File: src/rtl/canv_pkg.sv
// canv_pkg: shared constants and slice helpers for the layered canvas AGU.
package canv_pkg;

    // Field order inside a {y,x} or {h,w} pair: x / w live in the low half.
    localparam int FLD_X = 0;
    localparam int FLD_Y = 1;
    localparam int FLD_W = 0;
    localparam int FLD_H = 1;

    // Values substituted when software leaves a scale or size field at zero.
    localparam int DEF_SCALE = 1;
    localparam int DEF_SIZE  = 1;

    // Low bit of element idx in a packed vector of width-bit elements.
    function automatic int slice_lo(input int idx, input int width);
        return idx * width;
    endfunction

    // Low bit of field fld inside one 2*cordw pair.
    function automatic int field_lo(input int fld, input int cordw);
        return fld * cordw;
    endfunction

endpackage

File: src/rtl/canv_layer_agu_ch.sv
// canv_layer_agu_ch: one canvas layer -- frame-latched shadow config,
// canvas coordinate / scale counters and the two-stage address pipeline.
module canv_layer_agu_ch
    import canv_pkg::*;
#(
    parameter int CORDW    = 16,
    parameter int ADDRW    = 14,
    parameter int BMAP_LAT = 4,
    parameter int PIX_IDW  = 5,
    parameter int SHIFTW   = 3
) (
    input  logic                    clk_pix,
    input  logic                    rst_pix,
    input  logic                    frame_start,
    input  logic                    line_start,
    input  logic signed [CORDW-1:0] dx,
    input  logic signed [CORDW-1:0] dy,
    input  logic                    layer_en,
    input  logic [ADDRW-1:0]        addr_base,
    input  logic [SHIFTW-1:0]       addr_shift,
    input  logic [2*CORDW-1:0]      win_start,
    input  logic [2*CORDW-1:0]      win_end,
    input  logic [2*CORDW-1:0]      scale,
    input  logic [2*CORDW-1:0]      scroll,
    input  logic [2*CORDW-1:0]      canv_size,
    output logic [ADDRW-1:0]        addr,
    output logic [PIX_IDW-1:0]      pix_id,
    output logic                    paint
);

    localparam int LAW = ADDRW + PIX_IDW;
    localparam int XL  = field_lo(FLD_X, CORDW);
    localparam int YL  = field_lo(FLD_Y, CORDW);
    localparam int WL  = field_lo(FLD_W, CORDW);
    localparam int HL  = field_lo(FLD_H, CORDW);

    // Fetch runs BMAP_LAT-1 pixels ahead of the window; paint only 2 ahead,
    // since paint must line up with data after the external VRAM/CLUT stages.
    localparam logic signed [CORDW-1:0] LAT_FETCH = CORDW'(BMAP_LAT - 1);
    localparam logic signed [CORDW-1:0] LAT_PAINT = CORDW'(2);
    localparam logic [CORDW-1:0]        C_ONE     = CORDW'(1);

    // Shadow configuration
    logic                    r_en;
    logic [ADDRW-1:0]        r_base;
    logic [SHIFTW-1:0]       r_shift;
    logic signed [CORDW-1:0] r_ws_x, r_ws_y, r_we_x, r_we_y;
    logic [CORDW-1:0]        r_sc_x, r_sc_y;
    logic [CORDW-1:0]        r_scr_x, r_scr_y;
    logic [CORDW-1:0]        r_cw, r_ch;

    // Frame-start follow-up and line initialisation
    logic                    r_fs_d1, r_fs_d2;
    logic [LAW-1:0]          r_line_init;

    // Counters
    logic [CORDW-1:0]        r_cx, r_cy, r_cnt_x, r_cnt_y;
    logic [LAW-1:0]          r_line_addr, r_line_addr_sv;

    // Pipeline
    logic [LAW-1:0]          r_pix;
    logic                    r_paint1;
    logic [ADDRW-1:0]        r_addr;
    logic [PIX_IDW-1:0]      r_pix_id;
    logic                    r_paint;

    // Derived combinational terms
    logic [CORDW-1:0]        w_sc_x, w_sc_y, w_sc_x_m1, w_sc_y_m1;
    logic [CORDW-1:0]        w_w, w_h;
    logic [CORDW-1:0]        w_cx_inc, w_cy_inc;
    logic signed [CORDW-1:0] w_vx_lo, w_vx_hi, w_px_lo, w_px_hi;
    logic                    w_win_ok, w_paint_y, w_vram_x, w_paint_x;
    logic                    w_adv_y, w_step;
    logic [LAW-1:0]          w_w_ext;
    logic [2*CORDW-1:0]      w_init_prod;
    logic [LAW-1:0]          w_pix_shift;
    logic [PIX_IDW-1:0]      w_id_mask;

    // Zero scale / size fields behave as one.
    assign w_sc_x    = (r_sc_x == '0) ? CORDW'(DEF_SCALE) : r_sc_x;
    assign w_sc_y    = (r_sc_y == '0) ? CORDW'(DEF_SCALE) : r_sc_y;
    assign w_sc_x_m1 = w_sc_x - C_ONE;
    assign w_sc_y_m1 = w_sc_y - C_ONE;
    assign w_w       = (r_cw == '0) ? CORDW'(DEF_SIZE) : r_cw;
    assign w_h       = (r_ch == '0) ? CORDW'(DEF_SIZE) : r_ch;
    assign w_cx_inc  = r_cx + C_ONE;
    assign w_cy_inc  = r_cy + C_ONE;
    assign w_w_ext   = LAW'(w_w);

    assign w_vx_lo   = r_ws_x - LAT_FETCH;
    assign w_vx_hi   = r_we_x - LAT_FETCH;
    assign w_px_lo   = r_ws_x - LAT_PAINT;
    assign w_px_hi   = r_we_x - LAT_PAINT;

    // An empty window on either axis freezes the counters entirely.
    assign w_win_ok  = (r_we_x > r_ws_x) && (r_we_y > r_ws_y);
    assign w_paint_y = (dy >= r_ws_y) && (dy < r_we_y);
    assign w_vram_x  = (dx >= w_vx_lo) && (dx < w_vx_hi);
    assign w_paint_x = (dx >= w_px_lo) && (dx < w_px_hi);
    // The first window line uses the frame's initial row, so advancing
    // starts strictly after win_start_y.
    assign w_adv_y   = w_win_ok && (dy > r_ws_y) && (dy < r_we_y);
    assign w_step    = w_win_ok && w_paint_y && w_vram_x;

    assign w_init_prod = {{CORDW{1'b0}}, r_scr_y} * {{CORDW{1'b0}}, w_w};
    assign w_pix_shift = r_pix >> r_shift;

    // Pixel-in-word mask: the low 'shift' bits of the pixel index.
    for (genvar gi = 0; gi < PIX_IDW; gi++) begin : g_mask
        assign w_id_mask[gi] = ({{(32-SHIFTW){1'b0}}, r_shift} > 32'(gi));
    end

    // Latch the whole layer configuration at frame start for tear-free updates.
    always_ff @(posedge clk_pix) begin
        if (rst_pix) begin
            r_en    <= 1'b0;
            r_base  <= '0;
            r_shift <= '0;
            r_ws_x  <= '0;
            r_ws_y  <= '0;
            r_we_x  <= '0;
            r_we_y  <= '0;
            r_sc_x  <= '0;
            r_sc_y  <= '0;
            r_scr_x <= '0;
            r_scr_y <= '0;
            r_cw    <= '0;
            r_ch    <= '0;
        end else if (frame_start) begin
            r_en    <= layer_en;
            r_base  <= addr_base;
            r_shift <= addr_shift;
            r_ws_x  <= win_start[XL +: CORDW];
            r_ws_y  <= win_start[YL +: CORDW];
            r_we_x  <= win_end[XL +: CORDW];
            r_we_y  <= win_end[YL +: CORDW];
            r_sc_x  <= scale[XL +: CORDW];
            r_sc_y  <= scale[YL +: CORDW];
            r_scr_x <= scroll[XL +: CORDW];
            r_scr_y <= scroll[YL +: CORDW];
            r_cw    <= canv_size[WL +: CORDW];
            r_ch    <= canv_size[HL +: CORDW];
        end
    end

    // Compute scroll_y*w the cycle after frame start, once shadow is valid.
    always_ff @(posedge clk_pix) begin
        if (rst_pix) begin
            r_fs_d1     <= 1'b0;
            r_fs_d2     <= 1'b0;
            r_line_init <= '0;
        end else begin
            r_fs_d1 <= frame_start;
            r_fs_d2 <= r_fs_d1;
            if (r_fs_d1) begin
                r_line_init <= LAW'(w_init_prod);
            end
        end
    end

    // Vertical state: canvas row, row repeat counter and row base address.
    // The line-address load two cycles after frame start never coincides
    // with a vertical advance because the window starts lines later.
    always_ff @(posedge clk_pix) begin
        if (rst_pix) begin
            r_cy           <= '0;
            r_cnt_y        <= '0;
            r_line_addr    <= '0;
            r_line_addr_sv <= '0;
        end else if (frame_start) begin
            r_cy    <= scroll[YL +: CORDW];
            r_cnt_y <= '0;
        end else if (r_fs_d2) begin
            r_line_addr    <= r_line_init;
            r_line_addr_sv <= r_line_init;
        end else if (line_start && w_adv_y) begin
            if (r_cnt_y == w_sc_y_m1) begin
                r_cnt_y <= '0;
                if (w_cy_inc == w_h) begin
                    r_cy           <= '0;
                    r_line_addr    <= '0;
                    r_line_addr_sv <= '0;
                end else begin
                    r_cy           <= w_cy_inc;
                    r_line_addr    <= r_line_addr_sv + w_w_ext;
                    r_line_addr_sv <= r_line_addr_sv + w_w_ext;
                end
            end else begin
                r_cnt_y     <= r_cnt_y + C_ONE;
                r_line_addr <= r_line_addr_sv;
            end
        end
    end

    // Horizontal state: canvas column and pixel repeat counter.
    always_ff @(posedge clk_pix) begin
        if (rst_pix) begin
            r_cx    <= '0;
            r_cnt_x <= '0;
        end else if (frame_start) begin
            r_cx    <= scroll[XL +: CORDW];
            r_cnt_x <= '0;
        end else if (line_start) begin
            r_cx    <= r_scr_x;
            r_cnt_x <= '0;
        end else if (w_step) begin
            if (r_cnt_x == w_sc_x_m1) begin
                r_cnt_x <= '0;
                r_cx    <= (w_cx_inc == w_w) ? '0 : w_cx_inc;
            end else begin
                r_cnt_x <= r_cnt_x + C_ONE;
            end
        end
    end

    // Stage 1: linear canvas pixel index and early paint qualifier.
    always_ff @(posedge clk_pix) begin
        if (rst_pix) begin
            r_pix    <= '0;
            r_paint1 <= 1'b0;
        end else begin
            r_pix    <= r_line_addr + LAW'(r_cx);
            r_paint1 <= r_en && w_paint_y && w_paint_x;
        end
    end

    // Stage 2: word address and pixel-in-word index.
    always_ff @(posedge clk_pix) begin
        if (rst_pix) begin
            r_addr   <= '0;
            r_pix_id <= '0;
            r_paint  <= 1'b0;
        end else begin
            r_addr   <= r_base + ADDRW'(w_pix_shift);
            r_pix_id <= r_pix[PIX_IDW-1:0] & w_id_mask;
            r_paint  <= r_paint1;
        end
    end

    assign addr   = r_addr;
    assign pix_id = r_pix_id;
    assign paint  = r_paint;

endmodule

File: src/rtl/canv_layer_agu.sv
// canv_layer_agu: LAYERS independent canvas address generators sharing one
// display timing source; each layer owns one slice of every packed port.
module canv_layer_agu
    import canv_pkg::*;
#(
    parameter int LAYERS   = 2,
    parameter int CORDW    = 16,
    parameter int WORD     = 32,
    parameter int ADDRW    = 14,
    parameter int BMAP_LAT = 4,
    parameter int PIX_IDW  = $clog2(WORD),
    parameter int SHIFTW   = 3
) (
    input  logic                        clk_pix,
    input  logic                        rst_pix,
    input  logic                        frame_start,
    input  logic                        line_start,
    input  logic signed [CORDW-1:0]     dx,
    input  logic signed [CORDW-1:0]     dy,
    input  logic [LAYERS-1:0]           layer_en,
    input  logic [LAYERS*ADDRW-1:0]     addr_base,
    input  logic [LAYERS*SHIFTW-1:0]    addr_shift,
    input  logic [LAYERS*2*CORDW-1:0]   win_start,
    input  logic [LAYERS*2*CORDW-1:0]   win_end,
    input  logic [LAYERS*2*CORDW-1:0]   scale,
    input  logic [LAYERS*2*CORDW-1:0]   scroll,
    input  logic [LAYERS*2*CORDW-1:0]   canv_size,
    output logic [LAYERS*ADDRW-1:0]     addr,
    output logic [LAYERS*PIX_IDW-1:0]   pix_id,
    output logic [LAYERS-1:0]           paint
);

    for (genvar gi = 0; gi < LAYERS; gi++) begin : g_layer
        localparam int A_LO = slice_lo(gi, ADDRW);
        localparam int S_LO = slice_lo(gi, SHIFTW);
        localparam int P_LO = slice_lo(gi, 2*CORDW);
        localparam int I_LO = slice_lo(gi, PIX_IDW);

        canv_layer_agu_ch #(
            .CORDW    (CORDW),
            .ADDRW    (ADDRW),
            .BMAP_LAT (BMAP_LAT),
            .PIX_IDW  (PIX_IDW),
            .SHIFTW   (SHIFTW)
        ) u_ch (
            .clk_pix     (clk_pix),
            .rst_pix     (rst_pix),
            .frame_start (frame_start),
            .line_start  (line_start),
            .dx          (dx),
            .dy          (dy),
            .layer_en    (layer_en[gi]),
            .addr_base   (addr_base[A_LO +: ADDRW]),
            .addr_shift  (addr_shift[S_LO +: SHIFTW]),
            .win_start   (win_start[P_LO +: 2*CORDW]),
            .win_end     (win_end[P_LO +: 2*CORDW]),
            .scale       (scale[P_LO +: 2*CORDW]),
            .scroll      (scroll[P_LO +: 2*CORDW]),
            .canv_size   (canv_size[P_LO +: 2*CORDW]),
            .addr        (addr[A_LO +: ADDRW]),
            .pix_id      (pix_id[I_LO +: PIX_IDW]),
            .paint       (paint[gi])
        );
    end

endmodule

File: config.mk
export PLATFORM = sky130hd
export DESIGN_NAME = canv_layer_agu
export DESIGN_NICKNAME = d
export VERILOG_FILES = /design/src/rtl/canv_pkg.sv /design/src/rtl/canv_layer_agu_ch.sv /design/src/rtl/canv_layer_agu.sv
export SDC_FILE = /design/constraint.sdc
export NUM_CORES = 2
export LEC_CHECK = 0
export ABC_AREA = 1
export CORE_ASPECT_RATIO = 1.75
export CORE_UTILIZATION = 60
export DETAILED_ROUTE_END_ITERATION = 8
export PLACE_DENSITY = 0.88
export RECOVER_POWER = 50
export SLEW_MARGIN = 25
export SYNTH_ARGS = -nofsm -noshare
export SYNTH_HDL_FRONTEND = slang
export SYNTH_SLANG_ARGS = --single-unit
export TNS_END_PERCENT = 5
File: constraint.sdc
create_clock -name clk_pix -period 7.9 [get_ports clk_pix]
set_input_delay 0.79 -clock clk_pix [delete_from_list [all_inputs] [get_ports clk_pix]]
set_output_delay 0.79 -clock clk_pix [all_outputs]
set_load 0.01 [all_outputs]
==> impl_summary.log <==
[metrics] run status: complete, but fails checks
[metrics] violated checks: capacitance limit, slew limit
[metrics] CP required: 8.18 ns
[metrics] placed instance area: 58300 um2
[metrics] Nets: 9202
[metrics] power per standard cell area: 161 nW/um2
[metrics] y dimension of the die: 397 um
[metrics] Final HPWL DP: 140000 um
[metrics] portion of total power attributed to the clock network: 35.8%
[metrics] Power Total: 0.00978 W
[metrics] number of hold buffers added after CTS: 0
[metrics] unrepaired setup endpoints after global routing: no
[metrics] number of violations reported at the end of detailed-routing iteration 0: 4049
[metrics] Main synth FF type: dfxtp_1
[metrics] final global-route overflow total: 0
[metrics] worst supply voltage drop on vdd: 0.172 mV
[metrics] FP Rows: 144
[metrics] Hold Fails Final Rpt: 0
[metrics] number of levels in the clock H-tree: 3
[metrics] Clock Latency Late Sink: 0.67 ns
[metrics] register cell area after layout: 12900 um2
[metrics] final instance count without filler cells: 9326
[metrics] skew final: 0.0262 ns
[metrics] critical-path maximum fanout: 79
[metrics] wire length of the first global-routing pass: 279000 um
[metrics] post-cts gate resize count: 0
[metrics] Crit-path slowest cell: clkbuf_1
[metrics] Tmin final: 6.86 ns
[metrics] Internal Power: 0.00645 W
[metrics] detailed-router iteration count before antenna repair: 6
[metrics] placed instance count: 9189
[metrics] Final GP Congestion: 0.988
[metrics] utilization of the core after routing: 68.8%
[metrics] Detail Route Antenna Nets: 0
[metrics] number of register bits inferred by synthesis: 642
[metrics] buffer cell driving the clock tree root: clkbuf_16
[metrics] summed area of non-filler cells in the final layout: 60700 um2
[metrics] Chip Width: 228 um
[metrics] post-synthesis area per instance: 6.80 um2
[metrics] CP startpoint kind: primary input
[metrics] area taken by multi-input logic gates: 35000 um2
[metrics] fraction of power spent switching nets: 34.1%
[metrics] count of unresolved DRC violations after routing: 0
[metrics] Routed Wire Length: 180000 um
[metrics] post-route clock period utilization: 86.9%
[metrics] Placeable Area: 88300 um2
[metrics] clock slew at the register clock pins of the worst setup and hold paths: 0.06 ns
[metrics] synthesized netlist cell count: 7877
[metrics] fraction of layout cells with a size suffix above 1: 2.64%
[metrics] number of flops mapped to enable cells by yosys: 0
[metrics] most frequent cells in the layout: 2042 x nand2_1, 1184 x inv_1, 641 x dfxtp_1
[metrics] Filler Cells Inserted: 7702
[metrics] antenna violations before repair: 12
[metrics] crit path buf inv count: 2
[metrics] cell type group with the largest total delay on the critical path: buffers and inverters
[metrics] number of vias in the routed layout: 53.5k
[metrics] data arrival time of the critical path: 7.14 ns
[metrics] sequential element share of the synthesized area: 24.0%
[metrics] synthesized netlist net count: 8987
[metrics] number of global-route vias before repair: 53.1k
[metrics] pins over their slew limit: 164
[metrics] I/O pin count: 432
[metrics] clock tree from TritonCTS: done
[metrics] Netlist Area Pre-Place: 53600 um2
[metrics] clock buffer depth: 3
[metrics] sequential fraction of design power: 37.6%
[metrics] largest stage delay on the critical path: 2.92 ns
[metrics] cell type with the highest occurrence count on the critical path: clkbuf_1
[metrics] net switching component of the power: 0.00334 W
[metrics] Async SR Flop Fraction: 0%
[metrics] category of the worst setup path capture point: flip-flop
[metrics] leakage power of the design: 29.3 nW
[metrics] leading cell type in the layout, fill and taps excluded: nand2_1
[metrics] PortBufs: 431
[metrics] overall routing resource usage: 39.1%
[metrics] # clock sinks: 642
[metrics] critical path class: primary input to flip-flop
[metrics] wire length per cell after detailed routing: 19.2 um
[metrics] routed vias/inst: 5.73
[metrics] initial cell density of the core: 60.7%
[metrics] pin count of the biggest net entering global routing: 106
[metrics] Worst slew margin: -164%
[metrics] final setup violation count: 0
[metrics] class of the tightest hold or removal check: flip-flop to flip-flop
[metrics] Post-CTS Setup Inserts: 0
[metrics] Logic pwr share: 26.6%
[metrics] Max-Cap Viols: 3
[metrics] FMAX: 146 MHz
[metrics] Worst-Margin Slew: 3.96 ns
[metrics] count of cell types in the netlist: 64
[metrics] Cell Chain, Critical Path: clkbuf_1 -> clkbuf_1 -> nor4_1
[metrics] Final TNS setup: 0 ns
[metrics] total number of yosys warnings: 0
[metrics] area delta synth->final: 13.3%
[metrics] number of buffers created by CTS: 68
[metrics] die area: 90600 um2
[power groups by stage]
stage	Clock [W]	Sequential [W]	Combinational, W
finish	0.00350	0.00368	0.00260
global route	0.00365	0.00369	0.00291
CTS	0.00352	0.00367	0.00258
detailed placement	0	0.00374	0.00256
global placement	0	0.00373	0.00249
floorplan	0	0.00360	0.00176
[layer usage]
metal	up-vias	part of all wire [%]	routed length [um]	GRT usage, %
li1	25500	-	-	-
met1	24800	35	63000	40.9
met2	2292	49	87900	69.3
met3	814	6.7	12100	5.77
met4	4	9.1	16400	32.5
met5	-	0.017	30	0
[Yosys cell counts (all sizes together) (16+ instances only)]
| library cell | n | share of area, % |
|---|---|---|
| nor3 | 107 | 1.1 |
| o21ai | 492 | 4.6 |
| xor2 | 278 | 4.6 |
| nor4 | 31 | 0.37 |
| nor2 | 650 | 4.7 |
| fa | 244 | 9.1 |
| o21bai | 22 | 0.33 |
| nand3 | 492 | 4.7 |
| o21a | 32 | 0.45 |
| buf | 67 | 0.61 |
| nand3b | 42 | 0.59 |
| a31oi | 25 | 0.29 |
| o211ai | 16 | 0.22 |
| or2 | 17 | 0.20 |
| a21oi | 443 | 4.1 |
| dfxtp | 642 | 24 |
| xnor2 | 59 | 0.96 |
| nand4 | 131 | 1.5 |
| clkbuf | 243 | 1.7 |
| inv | 1196 | 8.4 |
| ha | 474 | 11 |
| a22o | 43 | 0.70 |
| nand2 | 2052 | 14 |
[sequential cells by signal (all words and copies together), names as in the netlist, 32 cells and up]
| signal | cells |
|---|---|
| g_layer.u_ch.r_line_addr | 38 |
| g_layer.u_ch.r_line_init | 38 |
| g_layer.u_ch.r_pix | 38 |
| g_layer.u_ch.r_ch | 32 |
| g_layer.u_ch.r_cnt_x | 32 |
| g_layer.u_ch.r_cnt_y | 32 |
| g_layer.u_ch.r_cw | 32 |
| g_layer.u_ch.r_cx | 32 |
| g_layer.u_ch.r_cy | 32 |
| g_layer.u_ch.r_sc_x | 32 |
| g_layer.u_ch.r_sc_y | 32 |
| g_layer.u_ch.r_scr_x | 32 |
| g_layer.u_ch.r_scr_y | 32 |
| g_layer.u_ch.r_we_x | 32 |
| g_layer.u_ch.r_we_y | 32 |
| g_layer.u_ch.r_ws_x | 32 |
| g_layer.u_ch.r_ws_y | 32 |
[area by class of cell]
type | count | share of cell area [%]
antenna | 12 | 0.0495
clock buffer | 93 | 3.21
clock inverter | 31 | 0.701
inverter | 1198 | 7.42
multi-input combinational | 5727 | 57.7
sequential | 642 | 21.2
tap | 1168 | 2.41
timing repair buffer | 455 | 7.36
[through the flow]
stage	hold WS, ns	setup slack [ns]
detailed placement	0.392	1.98
global placement	0.396	1.94
finish	0.400	1.04
floorplan	0.388	2.36
CTS	0.401	1.95
global route	0.421	0.854
[logic make-up after synthesis]
kind of cell	Yosys count	share of synthesized area [%]
adders and majority gates	718	20.2
buffers and inverters	1508	10.7
and+or+nand+nor	3535	27.8
DFF	642	24.0
xor gates and xnor gates	343	5.77
muxes	2	0.0374
AOI/OAI and AO/OA	1129	11.6
[worst reg2reg max path: stages, from the launching register on]
cell      delay, ns
dfxtp_1        0.89
nand2_1        0.19
fa_1           0.60
fa_1           0.44
fa_1           0.48
fa_1           0.49
inv_1          0.06
fa_1           0.54
inv_1          0.06
fa_1           0.53
inv_1          0.06
ha_1           0.35
a21oi_1        0.19
a21boi_0       0.32
o21ai_0        0.12
a21o_1         0.19
xor2_1         0.14
o21ai_0        0.16
inv_1          0.07
[path summary, 6_finish.rpt]
| kind | slack, ns | from | to | cells past startpoint |
|---|---|---|---|---|
| setup / recovery | 1.04 | rst_pix | g_layer[1].u_ch.pix_id[4] | 3 |
| hold / removal | 0.40 | g_layer[1].u_ch.r_paint1 | g_layer[1].u_ch.paint | 2 |
| setup reg to reg | 1.89 | g_layer[1].u_ch.r_cw[3] | g_layer[1].u_ch.r_line_init[14] | 18 |
| hold reg to reg | 0.40 | g_layer[1].u_ch.r_paint1 | g_layer[1].u_ch.paint | 2 |
Note: power is estimated with default switching activity, not from simulation.
